File: config.mk
export PLATFORM = sky130hd
export DESIGN_NAME = instr_align_buffer_flat
export DESIGN_NICKNAME = d
export VERILOG_FILES = /design/src/rtl/instr_align_buffer_if.sv /design/src/rtl/instr_align_buffer.sv /design/src/flat_wrapper.sv
export SDC_FILE = /design/constraint.sdc
export NUM_CORES = 1
export LEC_CHECK = 0
export CORE_UTILIZATION = 67
export CTS_BUF_LIST = sky130_fd_sc_hd__clkbuf_2 sky130_fd_sc_hd__clkbuf_4 sky130_fd_sc_hd__clkbuf_8
export DETAILED_ROUTE_END_ITERATION = 7
export DONT_BUFFER_PORTS = 1
export PLACE_DENSITY = 0.83
export SYNTH_ARGS = -nofsm -noshare
export SYNTH_HDL_FRONTEND = slang
export SYNTH_SLANG_ARGS = --single-unit
File: constraint.sdc
create_clock -name CLK -period 4.95 [get_ports CLK]
set_clock_uncertainty 0.15 [all_clocks]
set_input_delay 1.2375 -clock CLK [delete_from_list [all_inputs] [get_ports CLK]]
set_output_delay 1.2375 -clock CLK [all_outputs]
set_load 0.02 [all_outputs]
File: src/rtl/instr_align_buffer_if.sv
// Fetch-side and decode-side signal bundle of the instruction realignment buffer.
// Handshake: a fetch block moves on fetch_valid & fetch_ready; issue lanes move on issue_ready & issue_valid[0], taking every valid lane at once.
interface instr_align_buffer_if #(
  parameter int FETCH_W = 64,
  parameter int ISSUE_N = 2
);
  logic                   flush;
  logic [63:0]            flush_pc;
  logic                   fetch_valid;
  logic                   fetch_ready;
  logic [FETCH_W-1:0]     fetch_data;
  logic [ISSUE_N-1:0]     issue_valid;
  logic [32*ISSUE_N-1:0]  issue_instr;
  logic [64*ISSUE_N-1:0]  issue_pc;
  logic [ISSUE_N-1:0]     issue_is_rvc;
  logic                   issue_ready;

  modport master (
    output flush, flush_pc, fetch_valid, fetch_data, issue_ready,
    input  fetch_ready, issue_valid, issue_instr, issue_pc, issue_is_rvc
  );

  modport slave (
    input  flush, flush_pc, fetch_valid, fetch_data, issue_ready,
    output fetch_ready, issue_valid, issue_instr, issue_pc, issue_is_rvc
  );
endinterface

File: src/rtl/instr_align_buffer.sv
// Fetch-to-decode realignment buffer: circular halfword queue presenting up to ISSUE_N aligned instructions.
// Optional feature: define RIFT_RVC_EN to align mixed 16/32-bit instructions; otherwise every instruction is 32 bits.
module instr_align_buffer #(
  parameter int FETCH_W = 64,
  parameter int BUF_HW  = 16,
  parameter int ISSUE_N = 2
) (
  input  logic                 CLK,
  input  logic                 RSTn,
  instr_align_buffer_if.slave  bus
);
  localparam int BLK_HW = FETCH_W / 16;
  localparam int PTR_W  = $clog2(BUF_HW);
  localparam int CNT_W  = PTR_W + 1;
`ifdef RIFT_RVC_EN
  localparam logic [63:0] PC_MASK = ~64'd1;
`else
  localparam logic [63:0] PC_MASK = ~64'd3;
`endif

  logic [15:0]           mem_q [BUF_HW];
  logic [15:0]           mem_d [BUF_HW];
  logic [PTR_W-1:0]      head_q, head_d;
  logic [PTR_W-1:0]      tail_q, tail_d;
  logic [CNT_W-1:0]      count_q, count_d;
  logic [63:0]           head_pc_q, head_pc_d;

  logic                  fetch_ready;
  logic                  push;
  logic                  pop;
  logic [CNT_W-1:0]      pop_hw;
  logic [ISSUE_N-1:0]    lane_valid;
  logic [ISSUE_N-1:0]    lane_rvc;
  logic [32*ISSUE_N-1:0] lane_instr;
  logic [64*ISSUE_N-1:0] lane_pc;

  // Lane walk temporaries
  logic [CNT_W-1:0]      off;
  logic [CNT_W-1:0]      len;
  logic [PTR_W-1:0]      start;
  logic [15:0]           hw_lo;
  logic [15:0]           hw_hi;
  logic                  is_rvc;
  logic                  chain;

  // Space freed by a same-cycle pop is deliberately not credited here.
  assign fetch_ready = (count_q <= CNT_W'(BUF_HW - BLK_HW));

  always_comb begin
    lane_valid = '0;
    lane_rvc   = '0;
    lane_instr = '0;
    lane_pc    = '0;
    off        = '0;
    len        = '0;
    start      = '0;
    hw_lo      = '0;
    hw_hi      = '0;
    is_rvc     = 1'b0;
    chain      = 1'b1;
    for (int i = 0; i < ISSUE_N; i++) begin
      start = head_q + off[PTR_W-1:0];
      hw_lo = mem_q[start];
      hw_hi = mem_q[start + PTR_W'(1)];
`ifdef RIFT_RVC_EN
      is_rvc = (hw_lo[1:0] != 2'b11);
`else
      is_rvc = 1'b0;
`endif
      len = is_rvc ? CNT_W'(1) : CNT_W'(2);
      // A lane is only offered once every one of its halfwords is buffered.
      if (chain && ((off + len) <= count_q)) begin
        lane_valid[i]          = 1'b1;
        lane_rvc[i]            = is_rvc;
        lane_instr[32*i +: 32] = is_rvc ? {16'h0000, hw_lo} : {hw_hi, hw_lo};
        lane_pc[64*i +: 64]    = head_pc_q + {{(63-CNT_W){1'b0}}, off, 1'b0};
        off                    = off + len;
      end else begin
        chain = 1'b0;
      end
    end
    pop_hw = off;
  end

  always_comb begin
    push      = bus.fetch_valid && fetch_ready;
    pop       = bus.issue_ready && lane_valid[0];
    mem_d     = mem_q;
    head_d    = head_q;
    tail_d    = tail_q;
    count_d   = count_q;
    head_pc_d = head_pc_q;
    if (bus.flush) begin
      head_d    = '0;
      tail_d    = '0;
      count_d   = '0;
      head_pc_d = bus.flush_pc & PC_MASK;
    end else begin
      if (push) begin
        for (int k = 0; k < BLK_HW; k++) begin
          mem_d[tail_q + PTR_W'(k)] = bus.fetch_data[16*k +: 16];
        end
        tail_d = tail_q + PTR_W'(BLK_HW);
      end
      if (pop) begin
        head_d    = head_q + pop_hw[PTR_W-1:0];
        head_pc_d = head_pc_q + {{(63-CNT_W){1'b0}}, pop_hw, 1'b0};
      end
      count_d = count_q + (push ? CNT_W'(BLK_HW) : '0) - (pop ? pop_hw : '0);
    end
  end

  always_ff @(posedge CLK or negedge RSTn) begin
    if (!RSTn) begin
      mem_q     <= '{default: '0};
      head_q    <= '0;
      tail_q    <= '0;
      count_q   <= '0;
      head_pc_q <= '0;
    end else begin
      mem_q     <= mem_d;
      head_q    <= head_d;
      tail_q    <= tail_d;
      count_q   <= count_d;
      head_pc_q <= head_pc_d;
    end
  end

  assign bus.fetch_ready  = fetch_ready;
  assign bus.issue_valid  = lane_valid;
  assign bus.issue_instr  = lane_instr;
  assign bus.issue_pc     = lane_pc;
  assign bus.issue_is_rvc = lane_rvc;
endmodule

File: src/flat_wrapper.sv
// flat-port wrapper written by rule: the top's interface ports become plain ports
module instr_align_buffer_flat 
#(
  parameter int FETCH_W = 64,
  parameter int BUF_HW  = 16,
  parameter int ISSUE_N = 2
)
  (CLK, RSTn, bus_flush, bus_flush_pc, bus_fetch_valid, bus_fetch_data, bus_issue_ready, bus_fetch_ready, bus_issue_valid, bus_issue_instr, bus_issue_pc, bus_issue_is_rvc);
  instr_align_buffer_if #(.FETCH_W(FETCH_W), .ISSUE_N(ISSUE_N)) bus_i ();
  input  logic CLK;
  input  logic RSTn;
  input wire logic [$bits(bus_i.flush)-1:0] bus_flush;
  input wire logic [$bits(bus_i.flush_pc)-1:0] bus_flush_pc;
  input wire logic [$bits(bus_i.fetch_valid)-1:0] bus_fetch_valid;
  input wire logic [$bits(bus_i.fetch_data)-1:0] bus_fetch_data;
  input wire logic [$bits(bus_i.issue_ready)-1:0] bus_issue_ready;
  output wire logic [$bits(bus_i.fetch_ready)-1:0] bus_fetch_ready;
  output wire logic [$bits(bus_i.issue_valid)-1:0] bus_issue_valid;
  output wire logic [$bits(bus_i.issue_instr)-1:0] bus_issue_instr;
  output wire logic [$bits(bus_i.issue_pc)-1:0] bus_issue_pc;
  output wire logic [$bits(bus_i.issue_is_rvc)-1:0] bus_issue_is_rvc;
  assign bus_i.flush = bus_flush;
  assign bus_i.flush_pc = bus_flush_pc;
  assign bus_i.fetch_valid = bus_fetch_valid;
  assign bus_i.fetch_data = bus_fetch_data;
  assign bus_i.issue_ready = bus_issue_ready;
  assign bus_fetch_ready = bus_i.fetch_ready;
  assign bus_issue_valid = bus_i.issue_valid;
  assign bus_issue_instr = bus_i.issue_instr;
  assign bus_issue_pc = bus_i.issue_pc;
  assign bus_issue_is_rvc = bus_i.issue_is_rvc;
  instr_align_buffer #(.FETCH_W(FETCH_W), .BUF_HW(BUF_HW), .ISSUE_N(ISSUE_N)) u_core (.CLK(CLK), .RSTn(RSTn), .bus(bus_i));
endmodule
==> results.md, run 1 <==
- Inserted Clock Buffers: 54
- Synth Register Bits: 327
- Max Root-Sink Buffers: 3
- Max Clk Rate: 207 MHz
- Status: finished clean
- Layout area overhead: 11.1%
- Nature of the critical path endpoint: primary output
- Setup TNS: 0 ps
- Final Hold Violating Endpoints: 0
- Core Util, Final: 0.762
- Top-area cell type share of the netlist area: 0.401
- Normalized max-slew margin: 0.0526
- Min-Delay Path Class: in -> async
- Slew Limit Fails: 0
- CTS Hold Bufs: 0
- Die area: 31200 um^2
- Hold WS: 199 ps
- Worst setup SP type: flop
- CTS sink cnt: 327
- Worst skew pair latency: 620 ps
- Critical setup path kind: reg -> out
- Reg2reg setup slack: 330 ps
- Share of post-route cells with drive strength above 1: 0.334
- Average size of a mapped cell: 10.9 um^2
- Number of flops mapped to enable cells by yosys: 0
- Largest net degree at the start of global routing: 328
- Nets: 2086
- Vias/cell: 7.23
- Die height: 177 um
- Async S/R FF share, synth: 1.00
- Most used DFF post-synth: dfrtp_1
- Fillers: 1989
- Seq/Total Area, Yosys: 0.401
- VDD IR max: 0.000556 V
- Vias: 16993
- Sequential cell area: 8190 um^2
- I/O Buffers: 0
- Crit Path Max Fanout: 9
- DRT Pass-1 Iters: 5
- Area after DPL: 21400 um^2
- Starting Density: 0.685
- Finished layout cell area: 22700 um^2
- Max-Cap Viols: 0
- Vias in the first global route: 17064
- Hpwl dp: 42.7 mm
- # diodes: 0
- Area of the multi-input gates: 11600 um^2
- # rows: 63
- Pwr dens: 690 nW/um^2
- H-Tree Depth: 2
- Final ANT Viol Nets: 0
- Core area: 29800 um^2
- First-iteration detailed-routing DRC count: 1927
- I/O Pins: 330
- DRC viols: 0
- GRT overflow: 0
- Global-route wire length before repair: 98.3 mm
- Final period util: 0.978
- Worst path required time: 3560 ps
- Die width: 177 um
- CTS tree: built
- Top area cells in the synthesized netlist: dfrtp_1 (40%), mux4_2 (14%), mux2_2 (8.8%), nand4_1 (3.7%), a21bo_2 (3.1%)
- Overall power: 15.6 mW
- DR WL/cell: 27.9 um
- CTS clk-pin slew, worst paths: 60 ps
- WP data arrival: 3450 ps
- GP Congestion: 0.976
- Final wirelength: 65.4 mm
- Min cycle time layout: 4840 ps
- Setup-failing EPs final: 0
- LEAKAGE: 9.50 nW
- Synth Instances: 1876
- Synth Warn #: 0
- Unique masters post-synth: 73
- Antenna violations before repair: 1
- Cell area after synthesis: 20400 um^2
- Tot GR Track Use: 0.419
- Root buf cell: clkbuf_8
- Biggest area consumer among synthesized cells: dfrtp_1
- Worst-margin pin slew: 1420 ps
cell usage in the layout, fill, tap and decap left out, types with 7 or more instances in the layout:
cell and n:
nor4_1 18, mux4_2 128, nand3_1 47, or3_1 34
nor3_1 24, a21oi_1 49, o21ai_0 63, or4_1 14
dfrtp_1 324, nor2_1 130, buf_4 157, clkbuf_8 62
xor2_1 51, nand2_1 152, a31oi_1 17, inv_1 17
xnor2_1 28, nand4_1 120, ha_1 17, mux2i_1 38
mux2_2 160, a21bo_2 64, a22o_1 32, and2_1 62
clkinv_2 8, clkbuf_4 17, nand2_2 7
state kept, by name (all words and copies together) (netlist names):
name and cells:
u_core.tail_q 2, u_core.count_q 4, u_core.head_pc_q 62, u_core.mem_q 256
u_core.head_q 3
stage by stage:
step	cells	setup slack, ps
floorplan	1881	87.3
global placement	2239	377
detailed placement	2239	260
CTS	2339	-46.1
global route	2349	-24.3
finish	2349	110
kinds of logic after synthesis:
group | count (synthesis) | share of synthesized area
DFF | 327 | 0.401
other | 1 | 0.000184
and+or+nand+nor | 657 | 0.166
buffers and inverters | 194 | 0.0400
muxes | 327 | 0.249
AOI/OAI and AO/OA | 263 | 0.0922
xor gates and xnor gates | 81 | 0.0347
adders and majority gates | 26 | 0.0174
layout make-up:
cell class,instances,share of cell area
Tap cell,390,0.0215
Sequential cell,327,0.361
Timing Repair Buffer,163,0.0555
Timing Repair inverter,1,0.000221
Clock buffer,79,0.0432
Clock inverter,9,0.00276
Inverter,20,0.00353
Multi-Input combinational cell,1360,0.512
worst paths after layout:
path                                                   from                               end  cells after the start
worst max register to register  u_core.count_q[4]$_DFF_PN0_  u_core.head_pc_q[55]$_DFFE_PN0N_                     16
worst min-delay path                                   RSTn  u_core.head_pc_q[13]$_DFFE_PN0N_                      0
worst max-delay path            u_core.count_q[4]$_DFF_PN0_                 bus_issue_pc[127]                     11
max in group asynchronous                              RSTn     u_core.mem_q[156]$_DFFE_PN0P_                      0
worst min register to register  u_core.mem_q[1]$_DFFE_PN0P_       u_core.mem_q[1]$_DFFE_PN0P_                      1
min in group CLK                u_core.mem_q[1]$_DFFE_PN0P_       u_core.mem_q[1]$_DFFE_PN0P_                      1
power by group:
part	internal [mW]	switching, mW
Sequential	3.49	0.888
Clock	1.26	1.13
Combinational	3.90	4.98
layer usage:
metal / vias to the layer above / GRT usage / part of all wire / wire length, um
met2: 1246 / 0.694 / 0.49 / 32200
met1: 8434 / 0.514 / 0.35 / 23100
li1: 7050 / - / - / -
met5: - / 0 / 0 / 0
met4: 0 / 0.223 / 0.052 / 3420
met3: 263 / 0.0926 / 0.10 / 6750
synthesized netlist by cell type (10+ instances only):
master / n
dfrtp_1: 327
mux2_2: 160
nand2_1: 160
nor2_1: 131
mux4_2: 128
nand4_1: 120
clkbuf_1: 111
a21bo_2: 64
o21ai_0: 63
and2_1: 62
a21oi_1: 53
xor2_1: 52
nand3_1: 48
mux2i_1: 39
or3_1: 34
a22o_1: 32
xnor2_1: 29
buf_1: 25
nor3_1: 25
buf_2: 24
ha_1: 22
nor4_1: 18
a31oi_1: 17
inv_1: 17
or4_1: 14
buf_4: 10
worst max-delay path, cell delays in order, from the launching register on:
cell     delay [ps]
dfrtp_1         420
or3b_1          420
nand2_2         160
ha_4            180
buf_6           150
nand3_4         120
nor3_4          250
nand4_1         130
buf_4           200
or4_1           470
a21oi_1         200
buf_4           170
timing repair:
item / 4_1_cts / 5_1_grt
cloned: 1 / 0
endpoints found under the setup margin: 79 / 65
setup buffers: 11 / 10
resized for setup: 8 / 21
pin swaps: 3 / 5
Note: power is estimated with default switching activity, not from simulation.
==> run 2: changes to the inputs <==
--- a/config.mk
+++ b/config.mk
@@ -5,11 +5,13 @@
 export SDC_FILE = /design/constraint.sdc
 export NUM_CORES = 1
 export LEC_CHECK = 0
-export CORE_UTILIZATION = 67
+export CELL_PAD_IN_SITES_DETAIL_PLACEMENT = 0
+export CELL_PAD_IN_SITES_GLOBAL_PLACEMENT = 1
+export CORE_UTILIZATION = 53
 export CTS_BUF_LIST = sky130_fd_sc_hd__clkbuf_2 sky130_fd_sc_hd__clkbuf_4 sky130_fd_sc_hd__clkbuf_8
 export DETAILED_ROUTE_END_ITERATION = 7
 export DONT_BUFFER_PORTS = 1
-export PLACE_DENSITY = 0.83
+export PLACE_DENSITY_LB_ADDON = 0.1
 export SYNTH_ARGS = -nofsm -noshare
 export SYNTH_HDL_FRONTEND = slang
 export SYNTH_SLANG_ARGS = --single-unit
==> run 2 against run 1 <==
Compared with the run above:
- fmax fell by 1.0%
- setup slack got worse by 51 ps
- routed wire length fell by 0.99%
- die area rose by 26%
- register-to-register slack improved by 370 ps
- critical endpoint is now bus_issue_pc[114]
- largest cell class unchanged
- highest routed layer is now met5
==> results.md, run 2 (synthesis results as in run 1) <==
- Status: finished clean
- Commonest cells after routing, fill and taps aside: dfrtp_1 (323), mux2_2 (160), buf_4 (153)
- First-iteration detailed-routing DRC count: 933 (-52%)
- Min cycle time layout: 4890 ps (+51.2 ps)
- # rows: 71 (+13%)
- Crit Path Max Fanout: 10 (+1)
- Core area: 37800 um^2 (+27%)
- Nature of the critical path endpoint: primary output
- Tot GR Track Use: 0.331 (-0.0879)
- Overall power: 15.7 mW (+0.35%)
- Root buf cell: clkbuf_8
- Register with the most flip-flops: u_core.mem_q
- GP Congestion: 0.933 (-4.3%)
- LEAKAGE: 9.60 nW (+1.1%)
- Die height: 198 um (+12%)
- Final setup margin: 59.0 ps (-51.2 ps)
- CTS clk-pin slew, worst paths: 60 ps (about the same)
- Largest net degree at the start of global routing: 328 (unchanged)
- Area after DPL: 21600 um^2 (+0.94%)
- VDD IR max: 0.000452 V (-19%)
- Share of post-route cells with drive strength above 1: 0.341 (+0.00624)
- Core Util, Final: 0.612 (-0.149)
- Min-Delay Path Class: in -> async
- Normalized max-slew margin: 0.178 (+0.125)
- CTS sink cnt: 327 (unchanged)
- Pwr dens: 679 nW/um^2 (-1.5%)
- Finished layout cell area: 23100 um^2 (+1.9%)
- Inserted Clock Buffers: 57 (+5.6%)
- Commonest non-fill, non-tap cell in the layout: dfrtp_1
- Final Hold Violating Endpoints: 0 (unchanged)
- I/O Pins: 330 (unchanged)
- Worst path most repeated cell: ha_2
- Crit. Startpoint: u_core.count_q[3]$_DFF_PN0_
- Nets: 2093 (+0.34%)
- Non-Filler Instances: 2484 (+5.7%)
- Max Clk Rate: 204 MHz (-1.0%)
- Max-Cap Viols: 0 (unchanged)
- RR Startpoint: u_core.count_q[3]$_DFF_PN0_
- Slew Limit Fails: 0 (unchanged)
- Hold WS: 145 ps (-54.1 ps)
- Global-route wire length before repair: 97.9 mm (-0.44%)
- Die area: 39300 um^2 (+26%)
- Die width: 198 um (+12%)
- Max FFs per register: 256 (unchanged)
- H-Tree Depth: 2 (unchanged)
- Biggest cell delay along the critical path: 420 ps (-50 ps)
- Antenna violations before repair: 1 (unchanged)
- Worst path required time: 3560 ps (about the same)
- GRT overflow: 0 (unchanged)
- Vias: 16116 (-5.2%)
- R2R Path End: u_core.head_pc_q[62]$_DFFE_PN0N_
- Hpwl dp: 41.4 mm (-3.0%)
- Layout area overhead: 13.2%
- Slowest cell on the critical path: or3b_4
- DRT Pass-1 Iters: 5 (unchanged)
- Pre-CTS WS: 24.6 ps (-236 ps)
- Final wirelength: 64.8 mm (-0.99%)
- Final period util: 0.988 (+0.0104)
- Vias/cell: 6.49 (-10%)
- Final ANT Viol Nets: 0 (unchanged)
- CTS tree: built
- I/O Buffers: 0 (unchanged)
- Setup TNS: 0 ps (unchanged)
- DR WL/cell: 26.1 um (-6.4%)
- # diodes: 0 (unchanged)
- Worst-margin pin slew: 1230 ps (-191 ps)
- Critical path's top delay family: simple AND/OR/NAND/NOR gates
- Largest registers: u_core.mem_q: 256 flops, u_core.head_pc_q: 62 flops, u_core.count_q: 4 flops
- WP data arrival: 3500 ps (+50 ps)
- Vias in the first global route: 16358 (-4.1%)
- Worst skew pair latency: 670 ps (+50 ps)
- Starting Density: 0.541 (-0.144)
- Fillers: 3165 (+59%)
- Max Root-Sink Buffers: 3 (unchanged)
- Worst setup SP type: flop
- RSZ-0062 raised after global routing: true
- Critical path, cell by cell: or3b_4, nand2_4, ha_2, ha_2, nand3_1, nor3_2, buf_6, nand2_2, or3_1, a21oi_2, buf_4
- Placed cell count: 2358 (+5.3%)
- Worst Path Buf+Inv: 2 (-1)
- Critical setup path kind: reg -> out
- Setup-failing EPs final: 0 (unchanged)
- DRC viols: 0 (unchanged)
- Reg2reg setup slack: 700 ps (+370 ps)
- R2R depth: 17 (+1)
[run 2: cell count changes in the layout (fill, tap and decap cells not counted), sizes merged]
cell,previous run,this run
bufinv,0,2
buf,163,167
clkbuf,79,90
clkinv,10,7
[run 2: area by class of cell]
type,instances,area [um^2],area share
tap,511,639,0.0277
sequential,327,8190,0.354
clock inverter,9,113,0.00487
multi-input combinational,1360,11600,0.502
timing repair buffer,168,1400,0.0605
inverter,20,80.1,0.00346
clock buffer,89,1100,0.0476
[run 2: timing repair]
item	4_1_cts	5_1_grt
hold buffers	0	0
setup buffers	12	15
endpoints found under the setup margin	92	40
cloned	0	1
endpoints found under the hold margin	0	0
resized for setup	19	15
pin swaps	2	6
[run 2: how the worst max path moves through the flow]
stage                                    to  depth (start not counted)
final                     bus_issue_pc[114]                         11
after global routing      bus_issue_pc[114]                         13
after CTS                 bus_issue_pc[114]                         11
after detailed placement   bus_issue_pc[75]                         13
after global placement     bus_issue_pc[75]                         13
after floorplan            bus_issue_pc[75]                         14
[run 2: report_power, final]
| group | internal (mW) | total (mW) | switching [mW] |
|---|---|---|---|
| clock | 1.51 | 2.66 | 1.15 |
| sequential | 3.49 | 4.22 | 0.728 |
| combinational | 3.88 | 8.82 | 4.94 |
[run 2: per-layer routing]
| layer | vias to the layer above | wire length [um] | GRT usage |
|---|---|---|---|
| li1 | 7064 | - | - |
| met1 | 8201 | 25500 | 0.414 |
| met2 | 683 | 31900 | 0.553 |
| met3 | 166 | 4630 | 0.0627 |
| met4 | 2 | 2710 | 0.158 |
| met5 | - | 8 | 0 |
==> run 3: changes to the inputs <==
==> constraint.sdc (replaced) <==
create_clock -name CLK -period 4.8 [get_ports CLK]
set_clock_uncertainty 0.15 [all_clocks]
set_input_delay 1.2 -clock CLK [delete_from_list [all_inputs] [get_ports CLK]]
set_output_delay 1.2 -clock CLK [all_outputs]
set_load 0.02 [all_outputs]
==> run 3 against run 2 <==
Compared with the run above:
- clock power up 2%
- register-to-register slack got worse by 200 ps
- sequential power grew 3%
- via count is 0.23% higher
- die area unchanged
- final area rose by 0.58%
- hold slack worse by 33 ps
- combinational power increased by 5.4%
- critical endpoint is now bus_issue_pc[116]
- highest routed layer is now met4
==> results.md, run 3 (synthesis results as in run 1) <==
- Area of the multi-input gates: 11700 um^2 (+0.60%)
- Slew Limit Fails: 0 (unchanged)
- Final ANT Viol Nets: 0 (unchanged)
- Commonest cells after routing, fill and taps aside: dfrtp_1 (324), buf_4 (171), mux2_2 (160)
- Worst path required time: 3450 ps (-110 ps)
- Tot GR Track Use: 0.334 (+0.00281)
- Hpwl dp: 42.9 mm (+3.5%)
- Combinational Power Share: 0.569 (+0.007)
- Worst-margin pin slew: 1030 ps (-205 ps)
- Reg power frac: 0.266 (-0.003)
- Biggest cell delay along the critical path: 450 ps (+30 ps)
- CTS tree: built
- Core area: 37800 um^2 (unchanged)
- Die height: 198 um (unchanged)
- Critical setup path kind: reg -> out
- Normalized max-slew margin: 0.317 (+0.139)
- # rows: 71 (unchanged)
- Critical path, cell by cell: or3b_4, nand2_8, ha_4, ha_2, nand3_4, nor3_4, buf_6, nand2_1, or3_4, a21oi_2, buf_4
- Met1 usage: 0.427 (+0.0129)
- Status: finished clean
- GP Congestion: 0.961 (+3.0%)
- GRT overflow: 0 (unchanged)
- Vias in the first global route: 16274 (-0.51%)
- Met3 Track Usage GR: 0.0663 (+0.00358)
- Met2 Track Usage GR: 0.549 (-0.00390)
- Most heavily used metal layer in global routing: met2
- Max Root-Sink Buffers: 3 (unchanged)
- Slowest cell on the critical path: or3b_4
- Die area: 39300 um^2 (unchanged)
- Pwr dens: 703 nW/um^2 (+3.5%)
- R2R depth: 15 (-2)
- Vias/cell: 6.47 (-0.25%)
- LEAKAGE: 9.71 nW (+1.1%)
- Share of post-route cells with drive strength above 1: 0.345 (+0.00399)
- CTS Hold Bufs: 0 (unchanged)
- Register with the most flip-flops: u_core.mem_q
- Commonest non-fill, non-tap cell in the layout: dfrtp_1
- # diodes: 0 (unchanged)
- Die width: 198 um (unchanged)
- Layout area overhead: 13.9%
- H-Tree Depth: 2 (unchanged)
- NetSw: 7.07 mW (+3.7%)
- Worst setup SP type: flop
- VDD IR max: 0.000434 V (-3.8%)
- Antenna violations before repair: 0 (-1)
- DRT Pass-1 Iters: 5 (unchanged)
- WP data arrival: 3370 ps (-130 ps)
- CTS sink cnt: 327 (unchanged)
- Largest net degree at the start of global routing: 328 (unchanged)
- Clock power share: 0.165 (-0.004)
- Min cycle time layout: 4720 ps
- Final setup margin: 81.9 ps (+23.0 ps)
- Core Util, Final: 0.616 (+0.00358)
- Vias: 16153 (+0.23%)
- Fillers: 3141 (-0.76%)
- Pre-CTS WS: 263 ps (+239 ps)
- Nets: 2107 (+0.67%)
- Sequential cell area: 8190 um^2 (about the same)
- Max FFs per register: 256 (unchanged)
- DRC viols: 0 (unchanged)
- Nature of the critical path endpoint: primary output
- Min-Delay Path Class: in -> async
- Setup TNS: 0 ps (unchanged)
- Max Clk Rate: 212 MHz
- Crit Path Max Fanout: 5 (-5)
- RSZ-0062 raised after global routing: true
- Global-route wire length before repair: 97.9 mm (about the same)
- First-iteration detailed-routing DRC count: 987 (+5.8%)
- Switching Share: 0.433 (-0.00139)
- I/O Buffers: 0 (unchanged)
- Final period util: 0.983
- Starting Density: 0.541 (unchanged)
- Setup-failing EPs final: 0 (unchanged)
- Int Power: 9.27 mW (+4.3%)
- Root buf cell: clkbuf_8
- Largest registers: u_core.mem_q: 256 flops, u_core.head_pc_q: 62 flops, u_core.count_q: 4 flops
- Max-Cap Viols: 0 (unchanged)
- Worst skew pair latency: 650 ps (-20 ps)
- CTS clk-pin slew, worst paths: 60 ps (about the same)
- Inserted Clock Buffers: 56 (-1.8%)
- Final Hold Violating Endpoints: 0 (unchanged)
- Final wirelength: 65.3 mm (+0.83%)
- DR WL/cell: 26.2 um (+0.34%)
- I/O Pins: 330 (unchanged)
-- run 3: worst max-delay path: cells and delay by family (launching register included) --
kind            cells  cell delay, ps
fa+ha+maj           2             360
simple gates        6            1470
flops               1             420
buf+inv             2             310
compound gates      1             160
-- run 3: metrics by stage --
step	cells	hold slack (ps)	total power, mW	area [um^2]
2_1_floorplan	1881	325	10.5	20400
3_3_place_gp	2372	334	13.1	21700
3_5_place_dp	2372	345	13.3	21700
4_1_cts	2482	76.8	16.2	23100
5_1_grt	2496	67.1	17.2	23300
6_report	2496	112	16.3	23300
-- run 3: final cells by class --
class / instances / area share
Clock buffer: 90 / 0.0484
Clock inverter: 5 / 0.00280
Inverter: 20 / 0.00344
Multi-Input combinational cell: 1360 / 0.502
Sequential cell: 327 / 0.352
Tap cell: 511 / 0.0275
Timing Repair Buffer: 182 / 0.0635
Timing Repair inverter: 1 / 0.000269
-- run 3: power groups by stage --
stage | clock network [mW] | registers [mW] | logic (mW)
final | 2.70 | 4.34 | 9.30
after global routing | 2.87 | 4.44 | 9.90
after CTS | 2.75 | 4.30 | 9.19
after detailed placement | 0 | 4.36 | 8.98
after global placement | 0 | 4.26 | 8.84
after floorplan | 0 | 4.03 | 6.46
-- run 3: per-layer routing --
layer  up-vias  routed length (um)
met1      8205               25700
li1       7093                   -
met4         0                2600
met3       164                4860
met5         -                   0
met2       691               32100
-- run 3: path summary, 6_finish.rpt --
check | from | endpoint | slack, ps
worst max-delay path | u_core.count_q[4]$_DFF_PN0_ | bus_issue_pc[116] | 80
worst min-delay path | RSTn | u_core.head_pc_q[18]$_DFFE_PN0N_ | 110
worst max register to register | u_core.count_q[4]$_DFF_PN0_ | u_core.head_pc_q[60]$_DFFE_PN0N_ | 500
worst min register to register | u_core.mem_q[141]$_DFFE_PN0P_ | u_core.mem_q[141]$_DFFE_PN0P_ | 360
max in group asynchronous | RSTn | u_core.head_q[1]$_DFFE_PN0N_ | 3440
min in group CLK | u_core.mem_q[141]$_DFFE_PN0P_ | u_core.mem_q[141]$_DFFE_PN0P_ | 360
-- run 3: what timing repair did --
item / in CTS / in global routing
gates cloned: 1 / 0
buffers inserted: 14 / 14
resized for setup: 16 / 20
setup endpoints to repair: 91 / 91
pin swaps: 9 / 9
